`src/rtl/maxpool_sched_if.sv`:
```
// ---------------------------------------------------------------------------
// maxpool_sched_if
//   Data-path bundle around the maxpool scheduler: the postprocessor pixel
//   stream in, the coordinate-tagged pixel stream to maxpool, the pooled
//   result stream back from maxpool, and the write stream to the buffer
//   manager.
//
//   Handshake: every stream is valid-only with no backpressure. A beat
//   transfers on each rising clk edge where its *_vld is high; the receiver
//   must always accept. Data/address fields are only meaningful with vld.
//
//   master : the scheduler side (consumes pp_* and mp_*, drives o_*)
//   slave  : the surrounding datapath / environment
//
//   pp_data_vld/pp_data              postprocessor pixel
//   o_mp_vld/data/row/col/chn        pixel + coordinates to maxpool
//   mp_data_vld/mp_data/mp_addr      maxpool result + OFM address
//   o_wr_vld/o_wr_data/o_wr_addr     write to buffer manager
// ---------------------------------------------------------------------------
interface maxpool_sched_if #(
   parameter int W_SIZE    = 8,
   parameter int W_CHANNEL = 5,
   parameter int OFM_DW    = 32,
   parameter int OFM_AW    = 12
);
   logic                 pp_data_vld;
   logic [OFM_DW-1:0]    pp_data;

   logic                 o_mp_vld;
   logic [OFM_DW-1:0]    o_mp_data;
   logic [W_SIZE-1:0]    o_mp_row;
   logic [W_SIZE-1:0]    o_mp_col;
   logic [W_CHANNEL-1:0] o_mp_chn;

   logic                 mp_data_vld;
   logic [OFM_DW-1:0]    mp_data;
   logic [OFM_AW-1:0]    mp_addr;

   logic                 o_wr_vld;
   logic [OFM_DW-1:0]    o_wr_data;
   logic [OFM_AW-1:0]    o_wr_addr;

   modport master (
      input  pp_data_vld, pp_data,
      input  mp_data_vld, mp_data, mp_addr,
      output o_mp_vld, o_mp_data, o_mp_row, o_mp_col, o_mp_chn,
      output o_wr_vld, o_wr_data, o_wr_addr
   );

   modport slave (
      output pp_data_vld, pp_data,
      output mp_data_vld, mp_data, mp_addr,
      input  o_mp_vld, o_mp_data, o_mp_row, o_mp_col, o_mp_chn,
      input  o_wr_vld, o_wr_data, o_wr_addr
   );
endinterface

```
`src/rtl/maxpool_sched.sv`:
```
// ---------------------------------------------------------------------------
// maxpool_sched
//   Sequencer between the postprocessor and the 2x2/stride-2 maxpool
//   datapath. Counts the raster pixel stream (channel group outermost, then
//   row, then col), tags pixels with coordinates for maxpool, selects pool or
//   bypass per layer and emits one write stream (data + OFM address).
//
//   clk, rstn        clock, asynchronous active-low reset
//   i_start          layer start pulse, accepted only in IDLE with valid cfg
//   q_width/height   layer size in pixels (latched at start)
//   q_channel_out    tiled output channel groups C (latched at start)
//   q_mp_en          1 = pool layer, 0 = bypass (latched at start)
//   bus              data-path streams (see maxpool_sched_if)
//   o_busy           layer in progress (RUN or DRAIN)
//   o_done           one-cycle pulse together with the final write
//   o_err            sticky {cfg_err, overrun}, cleared by an accepted start
//   o_dbg_state      current FSM state (0 IDLE, 1 RUN, 2 DRAIN)
//
//   Latency: a pixel driven into the cycle after edge T appears on o_mp_* after
//   edge T+1 and its write on o_wr_* after edge T+3 in both modes (maxpool is
//   expected to return its result one cycle after o_mp_*).
// ---------------------------------------------------------------------------
module maxpool_sched #(
   parameter int W_SIZE    = 8,
   parameter int W_CHANNEL = 5,
   parameter int OFM_DW    = 32,
   parameter int OFM_AW    = 12
) (
   input  logic                 clk,
   input  logic                 rstn,
   input  logic                 i_start,
   input  logic [W_SIZE-1:0]    q_width,
   input  logic [W_SIZE-1:0]    q_height,
   input  logic [W_CHANNEL-1:0] q_channel_out,
   input  logic                 q_mp_en,
   maxpool_sched_if.master      bus,
   output logic                 o_busy,
   output logic                 o_done,
   output logic [1:0]           o_err,
   output logic [1:0]           o_dbg_state
);

   typedef enum logic [1:0] {
      S_IDLE  = 2'd0,
      S_RUN   = 2'd1,
      S_DRAIN = 2'd2
   } state_t;

   state_t               state;

   logic [W_SIZE-1:0]    cfg_w;
   logic [W_SIZE-1:0]    cfg_h;
   logic [W_CHANNEL-1:0] cfg_c;
   logic                 cfg_mp_en;

   logic [W_SIZE-1:0]    col;
   logic [W_SIZE-1:0]    row;
   logic [W_CHANNEL-1:0] chn;
   logic [OFM_AW-1:0]    byp_addr;

   logic                 err_cfg;
   logic                 err_ovr;

   // last-pixel tag travelling alongside the 3-stage output latency
   logic                 last_d1;
   logic                 last_d2;

   logic                 byp1_vld;
   logic [OFM_DW-1:0]    byp1_data;
   logic [OFM_AW-1:0]    byp1_addr;
   logic                 byp2_vld;
   logic [OFM_DW-1:0]    byp2_data;
   logic [OFM_AW-1:0]    byp2_addr;

   logic cfg_ok;
   logic start_ok;
   logic start_bad;
   logic accept;
   logic drop;
   logic col_last;
   logic row_last;
   logic chn_last;
   logic pix_last;
   logic pool_wr;

   // pooling needs whole 2x2 windows, so both dimensions must be even
   assign cfg_ok    = (q_width != '0) && (q_height != '0) && (q_channel_out != '0) &&
                      (!q_mp_en || (!q_width[0] && !q_height[0]));
   assign start_ok  = (state == S_IDLE) && i_start && cfg_ok;
   assign start_bad = (state == S_IDLE) && i_start && !cfg_ok;
   assign accept    = (state == S_RUN) && bus.pp_data_vld;
   assign drop      = (state != S_RUN) && bus.pp_data_vld;

   assign col_last  = (col == cfg_w - W_SIZE'(1));
   assign row_last  = (row == cfg_h - W_SIZE'(1));
   assign chn_last  = (chn == cfg_c - W_CHANNEL'(1));
   assign pix_last  = accept && col_last && row_last && chn_last;

   assign pool_wr   = cfg_mp_en && bus.mp_data_vld && (state != S_IDLE);

   assign o_err       = {err_cfg, err_ovr};
   assign o_dbg_state = state;

   // control: FSM, config latch, raster counters, error flags
   always_ff @(posedge clk or negedge rstn) begin
      if (!rstn) begin
         state     <= S_IDLE;
         cfg_w     <= '0;
         cfg_h     <= '0;
         cfg_c     <= '0;
         cfg_mp_en <= 1'b0;
         col       <= '0;
         row       <= '0;
         chn       <= '0;
         byp_addr  <= '0;
         err_cfg   <= 1'b0;
         err_ovr   <= 1'b0;
         last_d1   <= 1'b0;
         last_d2   <= 1'b0;
         o_busy    <= 1'b0;
         o_done    <= 1'b0;
      end else begin
         o_done  <= 1'b0;
         last_d1 <= pix_last;
         last_d2 <= last_d1;

         if (start_bad) begin
            err_cfg <= 1'b1;
         end else if (start_ok) begin
            err_cfg <= 1'b0;
         end
         // a dropped pixel in the same cycle as a start still flags overrun
         err_ovr <= (err_ovr && !start_ok) || drop;

         case (state)
            S_IDLE: begin
               if (start_ok) begin
                  cfg_w     <= q_width;
                  cfg_h     <= q_height;
                  cfg_c     <= q_channel_out;
                  cfg_mp_en <= q_mp_en;
                  col       <= '0;
                  row       <= '0;
                  chn       <= '0;
                  byp_addr  <= '0;
                  o_busy    <= 1'b1;
                  state     <= S_RUN;
               end
            end
            S_RUN: begin
               if (accept) begin
                  if (col_last) begin
                     col <= '0;
                     if (row_last) begin
                        row <= '0;
                        chn <= chn + W_CHANNEL'(1);
                        // channel-interleaved layout: next group starts at its own index
                        byp_addr <= OFM_AW'(chn) + OFM_AW'(1);
                     end else begin
                        row      <= row + W_SIZE'(1);
                        byp_addr <= byp_addr + OFM_AW'(cfg_c);
                     end
                  end else begin
                     col      <= col + W_SIZE'(1);
                     byp_addr <= byp_addr + OFM_AW'(cfg_c);
                  end
                  if (pix_last) begin
                     state <= S_DRAIN;
                  end
               end
            end
            S_DRAIN: begin
               if (last_d2) begin
                  o_done <= 1'b1;
                  o_busy <= 1'b0;
                  state  <= S_IDLE;
               end
            end
            default: begin
               state  <= S_IDLE;
               o_busy <= 1'b0;
            end
         endcase
      end
   end

   // datapath: maxpool feed, bypass delay line, write output
   always_ff @(posedge clk or negedge rstn) begin
      if (!rstn) begin
         bus.o_mp_vld  <= 1'b0;
         bus.o_mp_data <= '0;
         bus.o_mp_row  <= '0;
         bus.o_mp_col  <= '0;
         bus.o_mp_chn  <= '0;
         byp1_vld      <= 1'b0;
         byp1_data     <= '0;
         byp1_addr     <= '0;
         byp2_vld      <= 1'b0;
         byp2_data     <= '0;
         byp2_addr     <= '0;
         bus.o_wr_vld  <= 1'b0;
         bus.o_wr_data <= '0;
         bus.o_wr_addr <= '0;
      end else begin
         if (accept && cfg_mp_en) begin
            bus.o_mp_vld  <= 1'b1;
            bus.o_mp_data <= bus.pp_data;
            bus.o_mp_row  <= row;
            bus.o_mp_col  <= col;
            bus.o_mp_chn  <= chn;
         end else begin
            bus.o_mp_vld  <= 1'b0;
            bus.o_mp_data <= '0;
            bus.o_mp_row  <= '0;
            bus.o_mp_col  <= '0;
            bus.o_mp_chn  <= '0;
         end

         // two bypass stages match the maxpool round trip
         if (accept && !cfg_mp_en) begin
            byp1_vld  <= 1'b1;
            byp1_data <= bus.pp_data;
            byp1_addr <= byp_addr;
         end else begin
            byp1_vld  <= 1'b0;
            byp1_data <= '0;
            byp1_addr <= '0;
         end
         byp2_vld  <= byp1_vld;
         byp2_data <= byp1_data;
         byp2_addr <= byp1_addr;

         // byp2 is all-zero in pool mode, so it can be merged without a select
         if (pool_wr) begin
            bus.o_wr_vld  <= 1'b1;
            bus.o_wr_data <= bus.mp_data;
            bus.o_wr_addr <= bus.mp_addr;
         end else begin
            bus.o_wr_vld  <= byp2_vld;
            bus.o_wr_data <= byp2_data;
            bus.o_wr_addr <= byp2_addr;
         end
      end
   end

endmodule

```
`src/flat_wrapper.sv`:
```
// flat-port wrapper written by rule: the top's interface ports become plain ports
module maxpool_sched_flat 
#(
   parameter int W_SIZE    = 8,
   parameter int W_CHANNEL = 5,
   parameter int OFM_DW    = 32,
   parameter int OFM_AW    = 12
)
  (clk, rstn, i_start, q_width, q_height, q_channel_out, q_mp_en, o_busy, o_done, o_err, o_dbg_state, bus_pp_data_vld, bus_pp_data, bus_mp_data_vld, bus_mp_data, bus_mp_addr, bus_o_mp_vld, bus_o_mp_data, bus_o_mp_row, bus_o_mp_col, bus_o_mp_chn, bus_o_wr_vld, bus_o_wr_data, bus_o_wr_addr);
  maxpool_sched_if #(.W_SIZE(W_SIZE), .W_CHANNEL(W_CHANNEL), .OFM_DW(OFM_DW), .OFM_AW(OFM_AW)) bus_i ();
  input  logic clk;
  input  logic rstn;
  input  logic i_start;
  input  logic [W_SIZE-1:0] q_width;
  input  logic [W_SIZE-1:0] q_height;
  input  logic [W_CHANNEL-1:0] q_channel_out;
  input  logic q_mp_en;
  output logic o_busy;
  output logic o_done;
  output logic [1:0] o_err;
  output logic [1:0] o_dbg_state;
  input wire logic [$bits(bus_i.pp_data_vld)-1:0] bus_pp_data_vld;
  input wire logic [$bits(bus_i.pp_data)-1:0] bus_pp_data;
  input wire logic [$bits(bus_i.mp_data_vld)-1:0] bus_mp_data_vld;
  input wire logic [$bits(bus_i.mp_data)-1:0] bus_mp_data;
  input wire logic [$bits(bus_i.mp_addr)-1:0] bus_mp_addr;
  output wire logic [$bits(bus_i.o_mp_vld)-1:0] bus_o_mp_vld;
  output wire logic [$bits(bus_i.o_mp_data)-1:0] bus_o_mp_data;
  output wire logic [$bits(bus_i.o_mp_row)-1:0] bus_o_mp_row;
  output wire logic [$bits(bus_i.o_mp_col)-1:0] bus_o_mp_col;
  output wire logic [$bits(bus_i.o_mp_chn)-1:0] bus_o_mp_chn;
  output wire logic [$bits(bus_i.o_wr_vld)-1:0] bus_o_wr_vld;
  output wire logic [$bits(bus_i.o_wr_data)-1:0] bus_o_wr_data;
  output wire logic [$bits(bus_i.o_wr_addr)-1:0] bus_o_wr_addr;
  assign bus_i.pp_data_vld = bus_pp_data_vld;
  assign bus_i.pp_data = bus_pp_data;
  assign bus_i.mp_data_vld = bus_mp_data_vld;
  assign bus_i.mp_data = bus_mp_data;
  assign bus_i.mp_addr = bus_mp_addr;
  assign bus_o_mp_vld = bus_i.o_mp_vld;
  assign bus_o_mp_data = bus_i.o_mp_data;
  assign bus_o_mp_row = bus_i.o_mp_row;
  assign bus_o_mp_col = bus_i.o_mp_col;
  assign bus_o_mp_chn = bus_i.o_mp_chn;
  assign bus_o_wr_vld = bus_i.o_wr_vld;
  assign bus_o_wr_data = bus_i.o_wr_data;
  assign bus_o_wr_addr = bus_i.o_wr_addr;
  maxpool_sched #(.W_SIZE(W_SIZE), .W_CHANNEL(W_CHANNEL), .OFM_DW(OFM_DW), .OFM_AW(OFM_AW)) u_core (.clk(clk), .rstn(rstn), .i_start(i_start), .q_width(q_width), .q_height(q_height), .q_channel_out(q_channel_out), .q_mp_en(q_mp_en), .bus(bus_i), .o_busy(o_busy), .o_done(o_done), .o_err(o_err), .o_dbg_state(o_dbg_state));
endmodule
```
`config.mk`:
```
export PLATFORM = sky130hd
export DESIGN_NAME = maxpool_sched_flat
export DESIGN_NICKNAME = d
export VERILOG_FILES = /design/src/rtl/maxpool_sched_if.sv /design/src/rtl/maxpool_sched.sv /design/src/flat_wrapper.sv
export SDC_FILE = /design/constraint.sdc
export NUM_CORES = 1
export LEC_CHECK = 0
export CORE_ASPECT_RATIO = 1.1
export CORE_MARGIN = 2
export CORE_UTILIZATION = 45
export DETAILED_ROUTE_END_ITERATION = 10
export DONT_BUFFER_PORTS = 1
export PLACE_DENSITY = 0.63
export SLEW_MARGIN = 25
export SYNTH_ARGS = -nofsm -noshare
export SYNTH_HDL_FRONTEND = slang
export SYNTH_SLANG_ARGS = --single-unit
```
`constraint.sdc`:
```
create_clock -name clk -period 3 [get_ports clk]
set_input_delay 0.45 -clock clk [delete_from_list [all_inputs] [get_ports clk]]
set_output_delay 0.45 -clock clk [all_outputs]
set_load 0.05 [all_outputs]
```
* Yosys cells after proc, flatten, opt, wreduce, memory -nomap -nowiden
Cells that the tools add are included.
** Operators by class
- Magnitude comparators :: 0
- Reductions and logical operators :: 38
- Bitwise gates (word level) :: 1
- Eq/ne operators :: 12
- Muxes and demuxes :: 41
- Multiply operators :: 0
- Div/mod/pow operators :: 0
- Add/sub/neg operators :: 8
- Shift operators :: 0
** Operators by type and width (number)
- two-way mux 32 bit :: 3
- two-way mux 12 bit :: 6
- two-way mux 8 bit :: 8
- case mux 8 bit (2 select lines) :: 2
- two-way mux 5 bit :: 5
- case mux 12 bit (2 select lines) :: 1
- logical AND 1 bit :: 17
- adder 8 x 1 -> 8 bit (second input constant) :: 2
- == test 8 bit :: 2
- nonzero test 8 bit :: 2
- subtractor 8 x 1 -> 8 bit (second input constant) :: 2
- != test 2 x 1 -> 1 bit (second input constant) :: 7
- adder 12 x 5 -> 12 bit :: 1
- case mux 5 bit (2 select lines) :: 1
- two-way mux 1 bit :: 9
- two-way mux 2 bit :: 4
- AND reduction 4 bit :: 2
- adder 5 x 1 -> 6 bit (second input constant) :: 1
- zero test 1 bit :: 6
- case mux 2 bit (3 select lines) :: 1
- AND reduction 3 bit :: 2
- nonzero test 2 bit :: 3
- adder 5 x 1 -> 5 bit (second input constant) :: 1
- == test 5 bit :: 1
- other kinds (10) :: 11
** Word-level totals
- Flip-flop bits (word level) :: 252
- Bits in read-only memories :: 0
- Memory bits (writable) :: 0
- Output and inout port bits :: 105
- Memories :: 0
- Bits in latches :: 0

* Longest topological paths before layout
- Depth in word-level cells :: 8
- Depth in mapped cells :: 10
- Gate-level depth less buffers :: 9

* Worst setup path before layout
Ideal clock, no wire load.
- Path kind :: flip-flop to flip-flop
- Start :: register u_core.cfg_w[0]
- End :: register u_core.row[5]
- Stages on the path, launching flop included :: 11
- Period minus slack after synthesis :: 2835 ps
- Data required time :: 2879 ps
- Slack :: 165 ps
- Path buffers :: 1
- Data arrival time :: 2714 ps
- Library setup time :: 121 ps
- Path through :: dfrtp_1 -> inv_1 -> ha_1 -> or3b_4 -> or4_4 -> a2111oi_4 -> o41ai_4 -> a21oi_4 -> buf_6 -> o21ai_2 -> a22o_1
** On the way
- Cells in the longest elaborated chain, start to end :: 4
** RTL lines
- start, declared :: RTL line maxpool_sched.sv:51 : logic [W_SIZE-1:0] cfg_w;
- start signal, assigned :: RTL line maxpool_sched.sv:138 : cfg_w <= q_width;
- subtractor 8 x 1 -> 8 bit :: RTL line maxpool_sched.sv:94 : assign col_last = (col == cfg_w - W_SIZE'(1));
- == test 8 bit :: RTL line maxpool_sched.sv:94
- != test 2 x 1 -> 1 bit (no line)
- AND reduction 4 bit (no line)
- end signal, assigned :: RTL line maxpool_sched.sv:160 : row <= row + W_SIZE'(1);
- end, declared :: RTL line maxpool_sched.sv:57 : logic [W_SIZE-1:0] row;
No other way between the ends.
A chain may end at the register's enable or synchronous reset.

* Final worst setup path
- Start :: register u_core.cfg_w[0]
- End :: register u_core.row[4]
Same word-level chain as after synthesis.

==> summary.txt <==
STA
  • Fin crit period: between 2 and 3 ns
  • Clock skew: around 0.0076 ns
  • Hold WS: -0.369 ns
  • Setup Viol. Count Final: 0
  • RSZ-0062 raised after global routing: false
  • Max_slew headroom: 0.386
  • Max Freq: 349 MHz
  • Slew @ Worst Pin: between 0.9 and 1 ns
  • Fin crit share: 0.955
  • Fin. max-slew vios: 0
  • Final Hold Viols: around 250

Setup path
  • Setup crit end kind: flip-flop
  • Slowest CP cell: or4_4
  • Crit path cell chain: inv_2 > ha_4 > or3b_4 > or4_4 > a2111oi_4 > o41ai_4 > a21oi_4 > buf_6 > o21ai_1 > a22o_1
  • Cell family with most CP delay: compound AO/OA/AOI/OAI gates
  • Critical path buffers and inverters: 2
  • Crit path DAT: around 3.3 ns
  • CP Max Fanout: 6
  • Largest stage delay on the critical path: about 0.44 ns
  • Crit path kind: flip-flop to flip-flop
  • Crit start category: flip-flop
  • Worst Path Required: around 3.4 ns

Floorplan
  • Die outline width: approximately 140 um
  • Die ar.: between 20000 and 25000 um^2
  • CORE AREA: 21200 um^2
  • Initial Utilization: 0.453
  • Site Rows: 56
  • Die Y: approximately 160 um
  • I/O pins: roughly 210

Outcome
  • Status: complete, but fails checks
  • Violated checks: negative hold slack

Min path
  • HP Class: input port to asynchronous set/reset pin

Routing
  • Met3 wire length: ~1.3 mm
  • Via count: 5334
  • Initial drt markers: around 330
  • Wirelength per Cell: 18.2 um
  • Metal2 WL: 9.33 mm
  • Met1 WL: approximately 8.0 mm
  • Vias per cell: about 5.1
  • Max layer used: met4
  • Post-route DRC violation count: 0
  • Remaining antenna violation count: 0
  • 1st-pass router iterations: 4
  • DRT Wirelength: approximately 19 mm

Placement
  • Dpl hpwl: 12.8 mm
  • PortBufs: 0
  • Routability cong.: 0.863
  • Cell Area, Placed: 9950 um^2

Synthesis
  • Post-Syn Instances: 711
  • Async SR Flop Fraction: 1.00
  • XOR/XNOR share of the synthesized area: 0.0344
  • Synth Area in Simple Gates: 0.134
  • Synth Register Bits: 252
  • Syn Nets: 826
  • Total number of yosys warnings: 0
  • Primary FF master, synth: dfrtp_1
  • Synth Area in Compound Gates: 0.0569
  • Area contributors post-synth: dfrtp_1 66%, mux2_2 6.9%, and2_1 6.5%
  • Post-synth EDFFs: 0
  • Seq/Total Area, Yosys: 0.657
  • Post-synth top area share: 0.657
  • Largest area contributor in the netlist: dfrtp_1
  • Count of unique library cells instantiated by Yosys: 69
  • Main combinational cell family by area after synthesis: simple AND/OR/NAND/NOR gates
  • Post-synthesis adder-cell area fraction: 0.0164
  • Mux cell area share after synthesis: 0.0797
  • Cell Area, Synth: 9590 um^2
  • Syn Area/Cell: between 10 and 15 um^2

Clocking
  • CTS tree: yes
  • Worst-case clock buffer depth: 3
  • Clock sinks: between 200 and 300
  • Num CTS Buffers: 26
  • Clk_lat worst skew: between 0.5 and 0.6 ns
  • Htree depth: 1
  • Clk pin slew, worst setup/hold paths: 0.06 ns
  • Root buf cell: clkbuf_16

Finish
  • Final nets: between 800 and 900
  • Final instance area: 10900 um^2
  • Synth-to-Final Area Change: 13.8%
  • N_diodes: 0
  • Layout cells sized above 1: 0.187

Power
  • VDD IR max: roughly 0.48 mV
  • Sw Share: 0.256
  • Switching pwr: ~2.1 mW
  • Logic pwr share: 0.087
  • Int Power: between 6 and 7 mW
  • Pwr Density: approximately 760 nW/um^2
  • Clk network pwr share: 0.408
  • Total chip power: slightly above 8 mW
  • Leakage: 5.21 nW
  • Sequential share of power: 0.505

Global routing
  • Largest net degree at the start of global routing: 253
  • First-pass GRT wire length: roughly 30 mm
  • Initial antenna violation count: 0
  • Gr ovfl total: 0
  • Gr usage total: 0.165
  • Vias in the first global route: ~5600

Flow run
  • Max-cap viol count: 0
-- cell type report --
type	instances	area, um^2
inverter	20	75.1
multi-input combinational	412	3110
fill	1777	10200
timing repair buffer	17	131
tap	290	363
sequential	252	6310
clock inverter	10	161
clock buffer	38	767
-- cells by family after synthesis --
group,Yosys count
compound gates,72
xor+xnor,36
fa+ha+maj,12
buf+inv,47
flops,252
mux,69
simple gates,223
-- path summary, 6_finish.rpt --
path / end / cells after the start / start / slack (ns)
setup / recovery: u_core.row[4] / 10 / u_core.cfg_w[0] / 0.13
hold reg to reg: u_core.byp2_data[11] / 0 / u_core.byp1_data[11] / 0.35
max in group asynchronous: u_core.byp2_addr[3] / 0 / rstn / 3.02
hold / removal: u_core.bus.o_wr_data[16] / 0 / rstn / -0.37
min in group clk: u_core.cfg_c[1] / 2 / q_channel_out[1] / 0.05
setup reg to reg: u_core.row[4] / 10 / u_core.cfg_w[0] / 0.13
-- state kept, by name (all words and copies together), names as in the netlist, 2 cells and up --
register	cells
u_core.bus.o_mp_chn	5
u_core.bus.o_mp_col	8
u_core.bus.o_mp_data	32
u_core.bus.o_mp_row	8
u_core.bus.o_wr_addr	12
u_core.bus.o_wr_data	32
u_core.byp1_addr	12
u_core.byp1_data	32
u_core.byp2_addr	12
u_core.byp2_data	32
u_core.byp_addr	12
u_core.cfg_c	5
u_core.cfg_h	8
u_core.cfg_w	8
u_core.chn	5
u_core.col	8
u_core.o_dbg_state	2
u_core.row	8
-- power groups by stage --
stage,logic (mW),clock network [mW],registers [mW]
after global routing,0.799,3.64,4.24
after detailed placement,0.705,0,4.26
after floorplan,0.603,0,4.16
after CTS,0.713,3.47,4.20
final,0.720,3.40,4.20
after global placement,0.663,0,4.25
-- per-stage QoR --
stage | TNS, ns | setup slack, ns | utilization | cells
5_1_grt | 0 | 0.00195 | 0.516 | 1039
3_5_place_dp | -0.393 | -0.0810 | 0.470 | 988
3_3_place_gp | 0 | 0.0568 | 0.470 | 988
4_1_cts | 0 | 0.00176 | 0.515 | 1038
2_1_floorplan | 0 | 0.165 | - | 711
6_report | 0 | 0.135 | 0.516 | 1039
-- routing by layer --
| metal | vias to the layer above | global-route usage |
|---|---|---|
| met1 | 2652 | 0.210 |
| met5 | - | 0 |
| li1 | 2452 | - |
| met3 | 38 | 0.0386 |
| met4 | 0 | 0.0434 |
| met2 | 192 | 0.285 |
-- cells in the mapped netlist (4+ instances only) --
master and count:
a21o_1 5, a21oi_1 7, a22o_1 8, and2_1 99
and3_1 6, clkbuf_1 20, dfrtp_1 252, ha_1 11
inv_1 20, mux2_2 59, mux2i_1 10, nand2_1 35
nand2b_1 7, nand3_1 7, nand4_1 6, nor2_1 22
nor2b_1 5, nor3_1 8, nor4_1 8, o211ai_1 4
o21ai_0 20, xnor2_1 20, xor2_1 15
-- placed cells by master, fill, tap and decap left out, drive strengths merged, types with 10 or more instances in the layout --
cell and count:
mux2i 10, nand2 35, xnor2 20, mux2 59
buf 17, nor2 23, and2 99, ha 11
clkbuf 38, o21ai 21, inv 20, xor2 15
dfrtp 252
-- timing repair --
| item | in CTS | in global routing |
|---|---|---|
| setup endpoints to repair | 11 | 13 |
| buffers inserted | 2 | 2 |
| pin swaps | 2 | 7 |
| endpoints found under the hold margin | 252 | 252 |
| gates resized for setup | 0 | 12 |
(Power assumes the default switching activity.)
